**src/rtl/topk_frame_drain.sv**
```systemverilog
// Frame top-K collector: keeps the K largest unsigned samples of a frame sorted, then drains them largest-first.
// Optional TOPK_DEDUP_EN: samples equal to a held entry are dropped so drained values are strictly descending.
module topk_frame_drain #(
  parameter int DATA_WIDTH = 32,
  parameter int K          = 4
) (
  input  logic                  clk,
  input  logic                  resetn,
  input  logic                  in_valid,
  output logic                  in_ready,
  input  logic [DATA_WIDTH-1:0] in_data,
  input  logic                  in_last,
  output logic                  out_valid,
  input  logic                  out_ready,
  output logic [DATA_WIDTH-1:0] out_data,
  output logic                  out_last,
  output logic [$clog2(K)-1:0]  out_rank
);

  localparam int CW = $clog2(K + 1);
  localparam int IW = $clog2(K);

  typedef enum logic {ST_COLLECT, ST_DRAIN} state_t;

  state_t                r_state;
  state_t                w_state_nxt;
  logic [DATA_WIDTH-1:0] r_entry [K];
  logic [DATA_WIDTH-1:0] w_ins_bank [K];
  logic [CW-1:0]         r_fill;
  logic [CW-1:0]         r_rd_idx;
  logic [CW-1:0]         w_pos;
  logic                  w_found;
  logic                  w_dup;
  logic                  w_ins;
  logic                  w_in_acc;
  logic                  w_out_xfer;
  logic                  w_last_rank;

  // Bank is sorted, so the first filled entry below in_data is the insertion slot.
  always_comb begin
    w_found = 1'b0;
    w_pos   = r_fill;
    w_dup   = 1'b0;
    for (int i = 0; i < K; i++) begin
      if (!w_found && (CW'(i) < r_fill) && (r_entry[i] < in_data)) begin
        w_found = 1'b1;
        w_pos   = CW'(i);
      end
    end
`ifdef TOPK_DEDUP_EN
    for (int i = 0; i < K; i++) begin
      if ((CW'(i) < r_fill) && (r_entry[i] == in_data)) begin
        w_dup = 1'b1;
      end
    end
`endif
    w_ins = (w_found || (r_fill < CW'(K))) && !w_dup;
    for (int i = 0; i < K; i++) begin
      if (CW'(i) < w_pos) begin
        w_ins_bank[i] = r_entry[i];
      end else if (CW'(i) == w_pos) begin
        w_ins_bank[i] = in_data;
      end else if (i > 0) begin
        w_ins_bank[i] = r_entry[i-1];
      end else begin
        w_ins_bank[i] = r_entry[i];
      end
    end
  end

  assign w_in_acc    = in_valid && (r_state == ST_COLLECT);
  assign w_out_xfer  = out_ready && (r_state == ST_DRAIN);
  assign w_last_rank = ((r_rd_idx + CW'(1)) == r_fill);

  always_comb begin
    w_state_nxt = r_state;
    case (r_state)
      ST_COLLECT: if (w_in_acc && in_last) w_state_nxt = ST_DRAIN;
      ST_DRAIN:   if (w_out_xfer && w_last_rank) w_state_nxt = ST_COLLECT;
      default:    w_state_nxt = ST_COLLECT;
    endcase
  end

  always_ff @(posedge clk or negedge resetn) begin
    if (!resetn) begin
      r_state <= ST_COLLECT;
    end else begin
      r_state <= w_state_nxt;
    end
  end

  always_ff @(posedge clk or negedge resetn) begin
    if (!resetn) begin
      r_fill   <= '0;
      r_rd_idx <= '0;
      for (int i = 0; i < K; i++) r_entry[i] <= '0;
    end else if (w_in_acc) begin
      if (w_ins) begin
        for (int i = 0; i < K; i++) r_entry[i] <= w_ins_bank[i];
        if (r_fill < CW'(K)) r_fill <= r_fill + CW'(1);
      end
    end else if (w_out_xfer) begin
      if (w_last_rank) begin
        r_fill   <= '0;
        r_rd_idx <= '0;
        for (int i = 0; i < K; i++) r_entry[i] <= '0;
      end else begin
        r_rd_idx <= r_rd_idx + CW'(1);
      end
    end
  end

  assign in_ready  = (r_state == ST_COLLECT);
  assign out_valid = (r_state == ST_DRAIN);
  assign out_data  = out_valid ? r_entry[r_rd_idx[IW-1:0]] : '0;
  assign out_rank  = out_valid ? r_rd_idx[IW-1:0] : '0;
  assign out_last  = out_valid && w_last_rank;

endmodule

```
**config.mk**
```make
export PLATFORM = sky130hd
export DESIGN_NAME = topk_frame_drain
export DESIGN_NICKNAME = d
export VERILOG_FILES = /design/src/rtl/topk_frame_drain.sv
export SDC_FILE = /design/constraint.sdc
export NUM_CORES = 1
export LEC_CHECK = 0
export ABC_AREA = 1
export CAP_MARGIN = 15
export CORE_UTILIZATION = 55
export DETAILED_ROUTE_END_ITERATION = 10
export GPL_TIMING_DRIVEN = 1
export PLACE_DENSITY = 0.79
export SYNTH_ARGS = -nofsm -noshare
export SYNTH_HDL_FRONTEND = slang
export SYNTH_SLANG_ARGS = --single-unit
```
**constraint.sdc**
```tcl
create_clock -name clk -period 6.4 [get_ports clk]
set_input_delay 1.28 -clock clk [delete_from_list [all_inputs] [get_ports clk]]
set_output_delay 1.28 -clock clk [all_outputs]
set_load 0.03 [all_outputs]
```
=== Word level (Yosys, flattened, before mapping) ===
Cells that the tools add are included.

* Bits in writable memories: 0
* Memories: 0
* Bits in registers: 135
* ROM bits: 0
* Bits in latches: 0

* $lt $le $gt $ge: 14
* Muxes and demuxes: 34
* Divide/modulo/power cells: 0
* Eq/ne operators: 11
* Bitwise operators: 3
* $mul: 0
* Add/sub/neg operators: 2
* Reductions and logical operators: 25
* Shift-type cells: 0

{| class="wikitable"
|+ Operators with widths
! cell !! number
|-
| two-way mux 128 bit || 4
|-
| two-way mux 32 bit || 11
|-
| less-than comparator 32 bit || 4
|-
| binary-select mux 32 bit (select 2 bit) || 1
|-
| two-way mux 3 bit || 10
|-
| AND reduction 4 bit || 4
|-
| logical AND 1 bit || 12
|-
| less-than comparator 1 x 3 -> 1 bit (first input constant) || 4
|-
| less-than comparator 2 x 3 -> 1 bit (first input constant) || 4
|-
| != test 2 bit (second input constant) || 5
|-
| adder 3 x 1 -> 3 bit (second input constant) || 2
|-
| equality test 2 x 3 -> 1 bit (first input constant) || 2
|-
| two-way mux 1 bit || 6
|-
| AND reduction 5 bit || 1
|-
| != test 2 x 1 -> 1 bit (second input constant) || 2
|-
| nonzero test 2 bit || 2
|-
| equality test 1 x 3 -> 1 bit (first input constant) || 1
|-
| equality test 3 bit || 1
|-
| >= comparator 3 bit (second input constant) || 1
|-
| zero test 1 bit || 3
|-
| zero test 3 bit || 1
|-
| less-than comparator 3 bit (second input constant) || 1
|-
| NOT 2 -> 3 bit || 1
|-
| two-way mux 2 bit || 1
|-
| other kinds (4) || 5
|}

=== Logic depth before layout (Yosys ltp) ===
* Word-level depth: 20
* Depth in mapped cells: 23
* Gate-level depth less buffers: 22

=== Worst setup path after synthesis ===
No wires, ideal clock.

* Path type: input -> register
* Start: input in_data[5]
* End: register r_entry[106] (netlist bit)
* Slack: 3035 ps
* Data required time: 6268 ps
* Setup time: 132 ps
* Cell stages on the path: 20
* Arrival time: 3234 ps
* Path through: inv_1 > ha_1 > a21oi_1 > nor2_1 > nor3_1 > nand2_1 > nand2_1 > nand2_1 > nand2_1 > nand2_2 > nand3_4 > nand2_1 > inv_2 > nand2_4 > nand3_2 > nand4_1 > buf_4 > buf_4 > nand2_1 > o31ai_1

* Longest elaborated chain between the ends: 18
* Elaborated cells on any way between the ends: 29

{| class="wikitable"
|+ Ends and longest elaborated chain
! element !! RTL line !! source
|-
| start: declaration || 11 || <nowiki>input logic [DATA_WIDTH-1:0] in_data,</nowiki>
|-
| less-than comparator 32 bit || 45 || <nowiki>if (!w_found && (CW'(i) < r_fill) && (r_entry[i] < in_data)) begin</nowiki>
|-
| logical AND 1 bit || 45 ||
|-
| two-way mux 1 bit || 45 ||
|-
| zero test 1 bit || 45 ||
|-
| logical AND 1 bit (2 in a row) || 45 ||
|-
| two-way mux 1 bit || 45 ||
|-
| zero test 1 bit || 45 ||
|-
| logical AND 1 bit (2 in a row) || 45 ||
|-
| two-way mux 1 bit || 45 ||
|-
| zero test 1 bit || 45 ||
|-
| logical AND 1 bit (2 in a row) || 45 ||
|-
| two-way mux 3 bit or two-way mux 1 bit (tied branches) || 45 ||
|-
| less-than comparator 1 x 3 -> 1 bit (tied with other cells) || 59 || <nowiki>if (CW'(i) < w_pos) begin</nowiki>
|-
| != test 2 bit (no line) or != test 2 x 1 -> 1 bit (tied branches) || - ||
|-
| AND reduction 5 bit (no line) (*) || - ||
|-
| end: declaration || 27 || <nowiki>logic [DATA_WIDTH-1:0] r_entry [K];</nowiki>
|}

Mark *: on every way between the ends. The rest lies on a longest branch, timed or not.
A chain may end at the register's enable or synchronous reset.

=== Worst setup path after layout ===
* Start: input in_data[31]
* End: register r_entry[59] (netlist bit)

* Longest elaborated chain between the ends: 20
* Elaborated cells on any way between the ends: 32

{| class="wikitable"
|+ Ends and longest elaborated chain
! element
|-
| parallel branches: the longest is 20 deep, another holds less-than comparator 32 bit
|}

Parallel ways; which one is timed is not known. The select of a mux whose other input is x is not followed.

==> impl_metrics.csv <==
group,metric,value,unit
clock_network,ctsHoldBuffers,0,
critical_path,slowest_stage,"clkdlybuf4s50_1",
outcome,violations,"DRC",
clock_network,clockBufferDepth,2,
timing,rsz0062_at_grt,"no",
yosys,ys_top_cells_by_area,"dfrtp_1 33%, ha_1 15%, nand2_1 14%, o21ai_0 6.4%, nor2_1 6.0%",
timing,whs,526,ps
yosys,yosysUniqueCellTypes,33,
floorplanning,num_rows,49,
routing,drt_iter0_markers,1334,
clock_network,cts_tree,"yes",
critical_path,end_kind,"flip-flop",
finish,fill_cells,1623,
placement,globalplace.congestion,0.925,
global_routing,antenna_found_initial,0,
yosys,seq_area_frac_synth,32.6,%
finish,utilization,64.6,%
critical_path,critPathMaxFanout,35,
placement,dp_hpwl,21300,µm
routing,drc,4,
floorplanning,io_pins,74,
placement,port_buffers,73,
critical_path,slowest_delay,570,ps
job,cap_violations,0,
power_and_ir_drop,leakagePower,5.86,nW
floorplanning,dieArea,19400,µm²
timing,setup_viol,0,
clock_network,cts.htree.levels,4,
critical_path,startpoint_type,"input pin",
timing,timing.fmax,194,MHz
floorplanning,start_util,56.9,%
finish,diodes,0,
critical_path,required,6770,ps
floorplanning,fp.dieH,139,µm
yosys,synthArstFlopShare,100,%
routing,firstDrtPassIters,9,
power_and_ir_drop,ir_worst_vdd,0.385,mV
clock_network,clock-root-buffer,"clkbuf_16",
yosys,synth.ff_latch_count,135,
timing,finalHoldViolations,0,
hold_path,hold_path_class,"reg -> reg",
yosys,synth_ff_type,"dfrtp_1",
yosys,synth_edf_count,0,
outcome,outcome,"finished with violations",
clock_network,cts_setup_buffers,0,
routing,num_vias,10877,
routing,routed_wl,33900,µm
power_and_ir_drop,powerDensity,577,nW/µm²
timing,skew,8.82,ps
routing,via_per_inst,6.25,
clock_network,cts.clk_slew.worst_paths,60,ps
floorplanning,core_region_area,18200,µm²
clock_network,cts_sinks,135,
finish,drive_gt1_share,4.77,%
clock_network,clk_latency,440,ps
critical_path,arrival,5520,ps
yosys,avgSynthCellArea,7.07,µm²
finish,areaGrowthSynthToFinish,13.6,%
global_routing,grt_pass1_wl,55200,µm
clock_network,numCtsBuffers,17,
yosys,syn_area,10400,µm²
yosys,yosys_warnings,0,
timing,relSlewSlack,35.4,%
yosys,synth_nets,1628,
routing,wl_per_cell,19.5,µm
clock_network,cts_resized,0,
yosys,synth_top_area_share,32.6,%
timing,drv_slew,0,
timing,tns,0,ps
global_routing,grt_usage,35.9,%
timing,period_share,80.6,%
timing,tightest_slew,970,ps
timing,setup_ws,1240,ps
critical_path,critPathKind,"in -> reg",
global_routing,grt_overflow,0,
finish,nNetsFinal,1660,
placement,pre_cts_slack,973,ps
timing,finalCriticalPeriod,5160,ps
critical_path,path_cells,"clkdlybuf4s50_1, inv_1, ha_1, nand4_1, nor3_1, nand2_1, nand4_1, clkinv_1, nand3_4, nand3_2, nand2_4, nand2_4, nand4_1, nand2_2, inv_2, nand2_1, nand2_1",
yosys,synthCells,1465,
routing,final_antenna_net_count,0,
global_routing,grt_max_degree,81,
yosys,yosysTopAreaCell,"dfrtp_1",
global_routing,grt_pass1_vias,10555,
floorplanning,die_w,139,µm
[cell usage in the layout (no fill, tap or decap), drive strengths merged, types with 22 or more instances in the layout]
master | synthesis | routed
nand2 | 389 | 389
inv | 84 | 85
o22ai | 33 | 33
ha | 126 | 126
clkdlybuf4s50 | 0 | 72
nand3 | 91 | 91
nor2 | 167 | 167
a21oi | 106 | 106
nand4 | 42 | 42
clkbuf | 39 | 23
buf | 42 | 22
o21ai | 170 | 170
dfrtp | 135 | 135
[registers in the layout (all words and copies together) (netlist names)]
signal	flops
r_fill	3
out_valid	1
r_entry	128
r_rd_idx	3
[logic make-up (layout without fill, tap and decap cells)]
group | count (synthesis) | after routing | share of synthesized area [%]
fa+ha+maj | 126 | 126 | 15.2
buf+inv | 169 | 214 | 6.58
simple gates | 699 | 699 | 28.2
xor+xnor | 3 | 3 | 0.254
compound gates | 333 | 333 | 17.1
flops | 135 | 135 | 32.6
[worst max-delay path: cells and delay by family]
kind / cells / cell delay (ps)
buffers and inverters: 4 / 1390
adders and majority gates: 1 / 360
and+or+nand+nor: 12 / 2450
[synth_stat cells, types with 5 or more instances]
master and instances:
a21oi_1 106, buf_1 10, buf_2 29, clkbuf_1 39, dfrtp_1 135, ha_1 126, inv_1 77, inv_2 7
nand2_1 385, nand3_1 85, nand3_2 5, nand4_1 42, nor2_1 166, nor3_1 7, o21a_1 5, o21ai_0 132
o21ai_1 38, o22ai_1 33, o31ai_1 14
[layer usage]
layer | vias up | global-route usage [%] | part of all wire (%)
li1 | 5038 | - | -
met2 | 634 | 56.8 | 45
met3 | 101 | 5.54 | 9.7
met1 | 5104 | 48.3 | 42
met4 | 0 | 17.0 | 3.4
met5 | - | 0 | 0
[final cells by class]
cell class / instances / area [µm²] / share of cell area, %
multi-input cells: 1161 / 6300 / 53.5
flip-flops and latches: 135 / 3380 / 28.7
repair buffers: 94 / 890 / 7.56
clock buffers: 23 / 488 / 4.15
inverters: 88 / 330 / 2.81
well taps: 229 / 287 / 2.43
clock inverters: 9 / 97.6 / 0.829
[per-stage QoR]
stage	instances	area (µm²)	total power, mW
final	1739	11800	6.79
after floorplan	1465	10400	4.32
after global placement	1707	11200	5.54
after detailed placement	1707	11200	5.66
after global routing	1739	11800	7.24
after CTS	1739	11800	6.67
[where the power goes]
part	switching (mW)	internal, mW
clock network	0.386	0.610
registers	0.457	1.20
logic	2.74	1.39
[final timing paths]
path                                         startpoint                       end  cells after the start  slack (ps)
min in group asynchronous                        resetn  r_entry[116]$_DFFE_PN0P_                      1         880
worst max-delay path                        in_data[31]   r_entry[59]$_DFFE_PN0P_                     17        1240
max in group asynchronous                        resetn   r_rd_idx[0]$_DFFE_PN0P_                      2        4220
worst min-delay path            r_entry[64]$_DFFE_PN0P_   r_entry[64]$_DFFE_PN0P_                      2         530
worst min register to register  r_entry[64]$_DFFE_PN0P_   r_entry[64]$_DFFE_PN0P_                      2         530
worst max register to register  r_entry[95]$_DFFE_PN0P_   r_entry[59]$_DFFE_PN0P_                     15        2390
(Power assumes the default switching activity.)
==> patch 1, RTL diff (config.mk and constraints unchanged) <==
Make the reset (`resetn`) synchronous in 2 clocked blocks.
--- a/src/rtl/topk_frame_drain.sv
+++ b/src/rtl/topk_frame_drain.sv
@@ -81,7 +81,7 @@
     endcase
   end
 
-  always_ff @(posedge clk or negedge resetn) begin
+  always_ff @(posedge clk) begin
     if (!resetn) begin
       r_state <= ST_COLLECT;
     end else begin
@@ -89,7 +89,7 @@
     end
   end
 
-  always_ff @(posedge clk or negedge resetn) begin
+  always_ff @(posedge clk) begin
     if (!resetn) begin
       r_fill   <= '0;
       r_rd_idx <= '0;
Formal check against the unedited RTL: differs if resetn is asserted again (counterexample within 4 cycles, from zero or initial values and one cycle with resetn low); with resetn held inactive, the same outputs for 4 cycles.
==> patch 1 against the unedited design <==
  * Final area down 2.2%
  * Area after synthesis down 2.4%
  * Setup slack better by 0.13 ns
  * Via count down 8.5%
  * Worst hold slack worse by 0.038 ns
  * Maximum frequency up 2.7%
  * Sequential cell count up 2
  * Count of clock-buffer cells in the layout unchanged
  * Routed wire length down 11%
  * Largest cell class unchanged
Power is not compared: it rests on default switching activity, and its combinational part moved more than twofold at a synthesized area within 25%.
==> patch 1: results (changes against the unedited design) <==
| Metric | Value |
|---|---|
| Final nets | 1,547 (was 1,660) |
| Status | finished clean (was finished, violations left) |
| N_diodes | 0 (unchanged) |
| Post-synthesis cell type count | 43 (was 33) |
| Met3 usage in global routing | 6.84% (was 5.54%) |
| Least-Margin Pin Slew | 1.14 ns (was 0.970 ns) |
| PortBufs | 73 (unchanged) |
| Worst Path Arrival | 5.34 ns (was 5.52 ns) |
| Clock Path Buffers | 2 (unchanged) |
| Static Leak | 5.04 nW |
| Regs by FF count | r_entry: 128 flops, r_fill: 3 flops, r_rd_idx: 3 flops (unchanged) |
| Placer Congestion | 0.951 (was 0.925) |
| Crit-path max FO | 33 (was 35) |
| Postcts setup bufs | 0 (unchanged) |
| Root Buffer | clkbuf_16 (unchanged) |
| DP HPWL | 20.0 mm (was 21.3 mm) |
| Ys async rst share | 0% (was 100%) |
| Layout cells sized above 1 | 6.51% (was 4.77%) |
| Top FF cell, synth | dfxtp_1 (was dfrtp_1) |
| Met2 global-route usage | 51.7% (was 56.8%) |
| Number of global-route vias before repair | 9,200 (was 10,555) |
| CTS Buf Count | 17 (unchanged) |
| Post-cts sizing count | 0 (unchanged) |
| HP Class | flip-flop to flip-flop (unchanged) |
| Pre-CTS setup slack | 1.11 ns (was 0.973 ns) |
| Seq/Total Area, Yosys | 33.5% (was 32.6%) |
| Clock-pin slew on the worst setup and hold paths | 0.06 ns (about the same) |
| H-tree levels | 4 (unchanged) |
| First drt pass iteration count | 5 (was 9) |
| Clk_skew | 0.0136 ns (was 0.00882 ns) |
| Clk_lat worst skew | 0.44 ns (about the same) |
| Vias per inst | 6.12 (was 6.25) |
| Global-route wire length before repair | 46.7 mm (was 55.2 mm) |
| VDD IR max | 0.259 mV |
| Wire per inst | 18.5 microns (was 19.5 microns) |
| Largest net degree at the start of global routing | 106 (was 81) |
| DR iter-0 viols | 931 (was 1,334) |
| EDFF count, synth | 64 (was 0) |
| Initial antenna violation count | 0 (unchanged) |
| Synth top area cells | edfxtp_1, ha_1, dfxtp_1 (was dfrtp_1, ha_1, nand2_1) |
| Total track usage | 32.3% (was 35.9%) |
| GR Layer Usage met1 | 42.7% (was 48.3%) |
| Top cells by count, synth | a21oi_1, nand2_1, o21ai_0 (was nand2_1, nor2_1, dfrtp_1) |
| Syn. warnings | 0 (unchanged) |
| Total of fill cells in the finished design | 1,569 (was 1,623) |
## patch 1: cell count changes in the layout (fill, tap and decap cells not counted), moves of 14 or more
cell | before | now
nand2_1 | 385 | 176
a21oi_1 | 106 | 250
dfrtp_1 | 134 | 0
dfxtp_1 | 0 | 73
edfxtp_1 | 0 | 64
nor2_1 | 166 | 120
nand4_1 | 42 | 10
o22ai_1 | 33 | 1
inv_1 | 77 | 104
o21ai_1 | 38 | 55
o21ai_0 | 132 | 148
o31ai_1 | 14 | 0
## patch 1: kinds of logic after synthesis
group	share of synthesized area (%)
AO/OA/AOI/OAI	25.4
AND/OR/NAND/NOR	17.3
buffers and inverters	7.97
flip-flops	33.5
adder cells (fa/ha/maj)	15.6
XOR/XNOR	0.260
## patch 1: layout make-up
type | count | area [sq um] | share of cell area [%]
clock buffers | 23 | 520 | 4.52
clock inverters | 9 | 108 | 0.935
inverters | 112 | 420 | 3.65
well taps | 229 | 287 | 2.49
flip-flops and latches | 137 | 3380 | 29.4
multi-input cells | 1027 | 5940 | 51.6
repair buffers | 89 | 851 | 7.40
## patch 1: critical path, cell delays in order
cell,delay (ns)
clkdlybuf4s50_1,0.53
inv_1,0.15
ha_1,0.33
nand4_1,0.12
nor3_1,0.38
nand2_1,0.11
a21oi_1,0.29
o21ai_2,0.11
inv_2,0.08
o21ai_2,0.08
inv_2,0.10
nand2_1,0.12
inv_2,0.53
nand2_2,0.63
o21ai_0,0.40
o21ai_1,0.10
## patch 1: final timing paths
check / start / to / slack [ns] / cells past startpoint
max: in_data[30] / r_entry[3][14]$_SDFFE_PP0P_ / 1.38 / 16
min: r_rd_idx[2]$_SDFFE_PN0P_ / r_rd_idx[2]$_SDFFE_PN0P_ / 0.49 / 2
max reg2reg: r_entry[1][31]$_SDFFCE_PP0P_ / r_entry[3][14]$_SDFFE_PP0P_ / 2.49 / 14
min reg2reg: r_rd_idx[2]$_SDFFE_PN0P_ / r_rd_idx[2]$_SDFFE_PN0P_ / 0.49 / 2
## patch 1: report_power, final
part | internal (mW) | leakage [nW] | switching [mW]
combinational | 0.262 | 3.45 | 0.485
clock | 0.652 | 0.306 | 0.401
sequential | 1.03 | 1.28 | 0.103
total | 1.94 | 5.04 | 0.989
## patch 1: per-stage QoR
step	hold WS (ns)	cells	instance area [sq um]	utilization (%)
floorplan	0.457	1356	10100	-
global placement	0.466	1594	10900	60.5
detailed placement	0.479	1594	10900	60.5
CTS	0.489	1626	11500	64.0
global route	0.518	1626	11500	64.0
finish	0.488	1626	11500	64.0
## patch 1: routing by layer
metal | vias to the layer above | part of all wire [%]
li1 | 4787 | -
met5 | - | 0
met4 | 0 | 2.7
met3 | 59 | 9.3
met1 | 4598 | 42
met2 | 504 | 46
==> patch 2, RTL diff (config.mk and constraints unchanged) <==
Without the edit above. The parameter `K` goes from 4 to 8.
--- a/src/rtl/topk_frame_drain.sv
+++ b/src/rtl/topk_frame_drain.sv
@@ -2,7 +2,7 @@
 // Optional TOPK_DEDUP_EN: samples equal to a held entry are dropped so drained values are strictly descending.
 module topk_frame_drain #(
   parameter int DATA_WIDTH = 32,
-  parameter int K          = 4
+  parameter int K          = 8
 ) (
   input  logic                  clk,
   input  logic                  resetn,
Ports: changed (resized out_rank); port bits go from 74 to 75. The function was not compared with the original's and may differ.
==> patch 2 against the unedited design <==
  * Final area rose by 100%
  * Register-to-register slack got worse by 0.77 ns
  * Area after synthesis rose by 110%
  * Setup slack got worse by 0.84 ns
  * Sequential cell count rose by 130
  * Routed wire length rose by 130%
  * Total power rose by 110%
  * Maximum frequency fell by 14%
  * First-iteration DRC count rose by 100%
  * Critical path type unchanged
==> patch 2: results (changes against the unedited design) <==
| Metric | Value |
|---|---|
| Routed via count | 22,712 (was 10,877) |
| Critical-path top delay cell | inv_2 (was clkdlybuf4s50_1) |
| Worst Path Arrival | 6.49 ns (was 5.52 ns) |
| Endpoint, Worst Hold | r_entry[34]$_DFFE_PN0P_ (was r_entry[64]$_DFFE_PN0P_) |
| Status | finished clean (was finished, violations left) |
| Flop2flop setup slack | 1.62 ns (was 2.39 ns) |
| RR Endpoint | r_entry[162]$_DFFE_PN0P_ (was r_entry[59]$_DFFE_PN0P_) |
| Seq/Total Area, Yosys | 31.2% (was 32.6%) |
| Regs by FF count | r_entry: 256 flops, r_fill: 4 flops, r_rd_idx: 4 flops (was r_entry: 128 flops, r_fill: 3 flops, r_rd_idx: 3 flops) |
| FF-to-FF Start | r_entry[223]$_DFFE_PN0P_ (was r_entry[95]$_DFFE_PN0P_) |
| Placer Congestion | 0.994 (was 0.925) |
| Synth top area cells | dfrtp_1, nand2_1, ha_1 (was dfrtp_1, ha_1, nand2_1) |
| VDD IR max | 0.844 mV (was 0.385 mV) |
| Layout cells sized above 1 | 5.85% (was 4.77%) |
| Overall routed net length | 78.8 mm (was 33.9 mm) |
| Final nets | 3,390 (was 1,660) |
| DP HPWL | 52.9 mm (was 21.3 mm) |
| Clock Path Buffers | 3 (was 2) |
| Largest net degree at the start of global routing | 119 (was 81) |
| Postcts setup bufs | 0 (unchanged) |
| Max incr delay on CP | 0.69 ns (was 0.57 ns) |
| Worst Min Path Start | r_entry[34]$_DFFE_PN0P_ (was r_entry[64]$_DFFE_PN0P_) |
| Global-route wire length before repair | 122 mm (was 55.2 mm) |
| Total track usage | 40.4% (was 35.9%) |
| Number of global-route vias before repair | 21,874 (was 10,555) |
| Post-synthesis cell type count | 50 (was 33) |
| Static Leak | 12.7 nW (was 5.86 nW) |
| Clk_lat worst skew | 0.57 ns (was 0.44 ns) |
| Worst slew margin | 13.6% (was 35.4%) |
| PortBufs | 74 (was 73) |
| Worst reg2reg path depth | 18 (was 15) |
| Crit-path max FO | 32 (was 35) |
| Initial antenna violation count | 3 (was 0) |
| Post-Place Cell Area | 22,600 sq um (was 11,200 sq um) |
| First drt pass iteration count | 8 (was 9) |
| CTS Buf Count | 34 (was 17) |
| Clk_skew | 0.0186 ns (was 0.00882 ns) |
patch 2: worst max path at each step:
stage / cells past startpoint / slack [ns] / to
floorplan: 19 / 2.51 / r_entry[148]$_DFFE_PN0P_
global placement: 20 / 0.26 / r_entry[176]$_DFFE_PN0P_
detailed placement: 20 / 0.15 / r_entry[184]$_DFFE_PN0P_
CTS: 20 / 0.67 / r_entry[162]$_DFFE_PN0P_
global route: 20 / 0.21 / r_entry[191]$_DFFE_PN0P_
finish: 20 / 0.40 / r_entry[162]$_DFFE_PN0P_
patch 2: area by class of cell:
| class | count | area, sq um |
|---|---|---|
| inverters | 250 | 946 |
| flip-flops and latches | 265 | 6630 |
| well taps | 511 | 639 |
| clock inverters | 9 | 124 |
| multi-input cells | 2403 | 13000 |
| repair buffers | 148 | 1360 |
| fillers | 3396 | 14000 |
| clock buffers | 52 | 1100 |
patch 2: metrics by stage:
step / hold slack, ns / worst slack [ns] / instances
after CTS: 0.512 / 0.675 / 3638
after global placement: 0.486 / 0.261 / 3577
after global routing: 0.520 / 0.208 / 3638
after floorplan: 0.465 / 2.51 / 3085
after detailed placement: 0.496 / 0.145 / 3577
final: 0.512 / 0.401 / 3638
patch 2: worst register-to-register path, stage by stage, from the launching register on:
cell and delay, ns:
dfrtp_1 0.46, ha_1 0.38, nand4_1 0.25, nor3_1 0.60
nand2_1 0.27, a21oi_2 0.28, o21ai_2 0.12, a21oi_4 0.22
o211ai_4 0.14, nor2_8 0.14, nand2_2 0.13, nand2_2 0.13
nand2_2 0.14, nand2_2 0.13, buf_4 0.26, nand3_1 0.12
inv_2 0.69, nand2_1 0.16, nand2_1 0.10
patch 2: power groups by stage:
| stage | combinational [mW] | sequential (mW) | clock, mW |
|---|---|---|---|
| global route | 9.70 | 2.69 | 2.20 |
| CTS | 8.80 | 2.63 | 2.13 |
| floorplan | 5.87 | 2.39 | 0 |
| detailed placement | 8.75 | 2.65 | 0 |
| global placement | 8.57 | 2.64 | 0 |
| finish | 9.12 | 2.67 | 2.14 |
patch 2: kinds of logic after synthesis:
kind of cell | synth area share [%]
AO/OA/AOI/OAI | 17.6
buffers and inverters | 7.90
flip-flops | 31.2
XOR/XNOR | 0.206
adder cells (fa/ha/maj) | 14.8
AND/OR/NAND/NOR | 28.4
patch 2: per-layer routing:
metal	vias to the layer above	track usage, %	share of wire (%)
li1	10296	-	-
met1	10562	51.4	38
met2	1523	62.0	44
met3	329	9.97	12
met4	2	23.8	6.2
met5	-	0	0.015
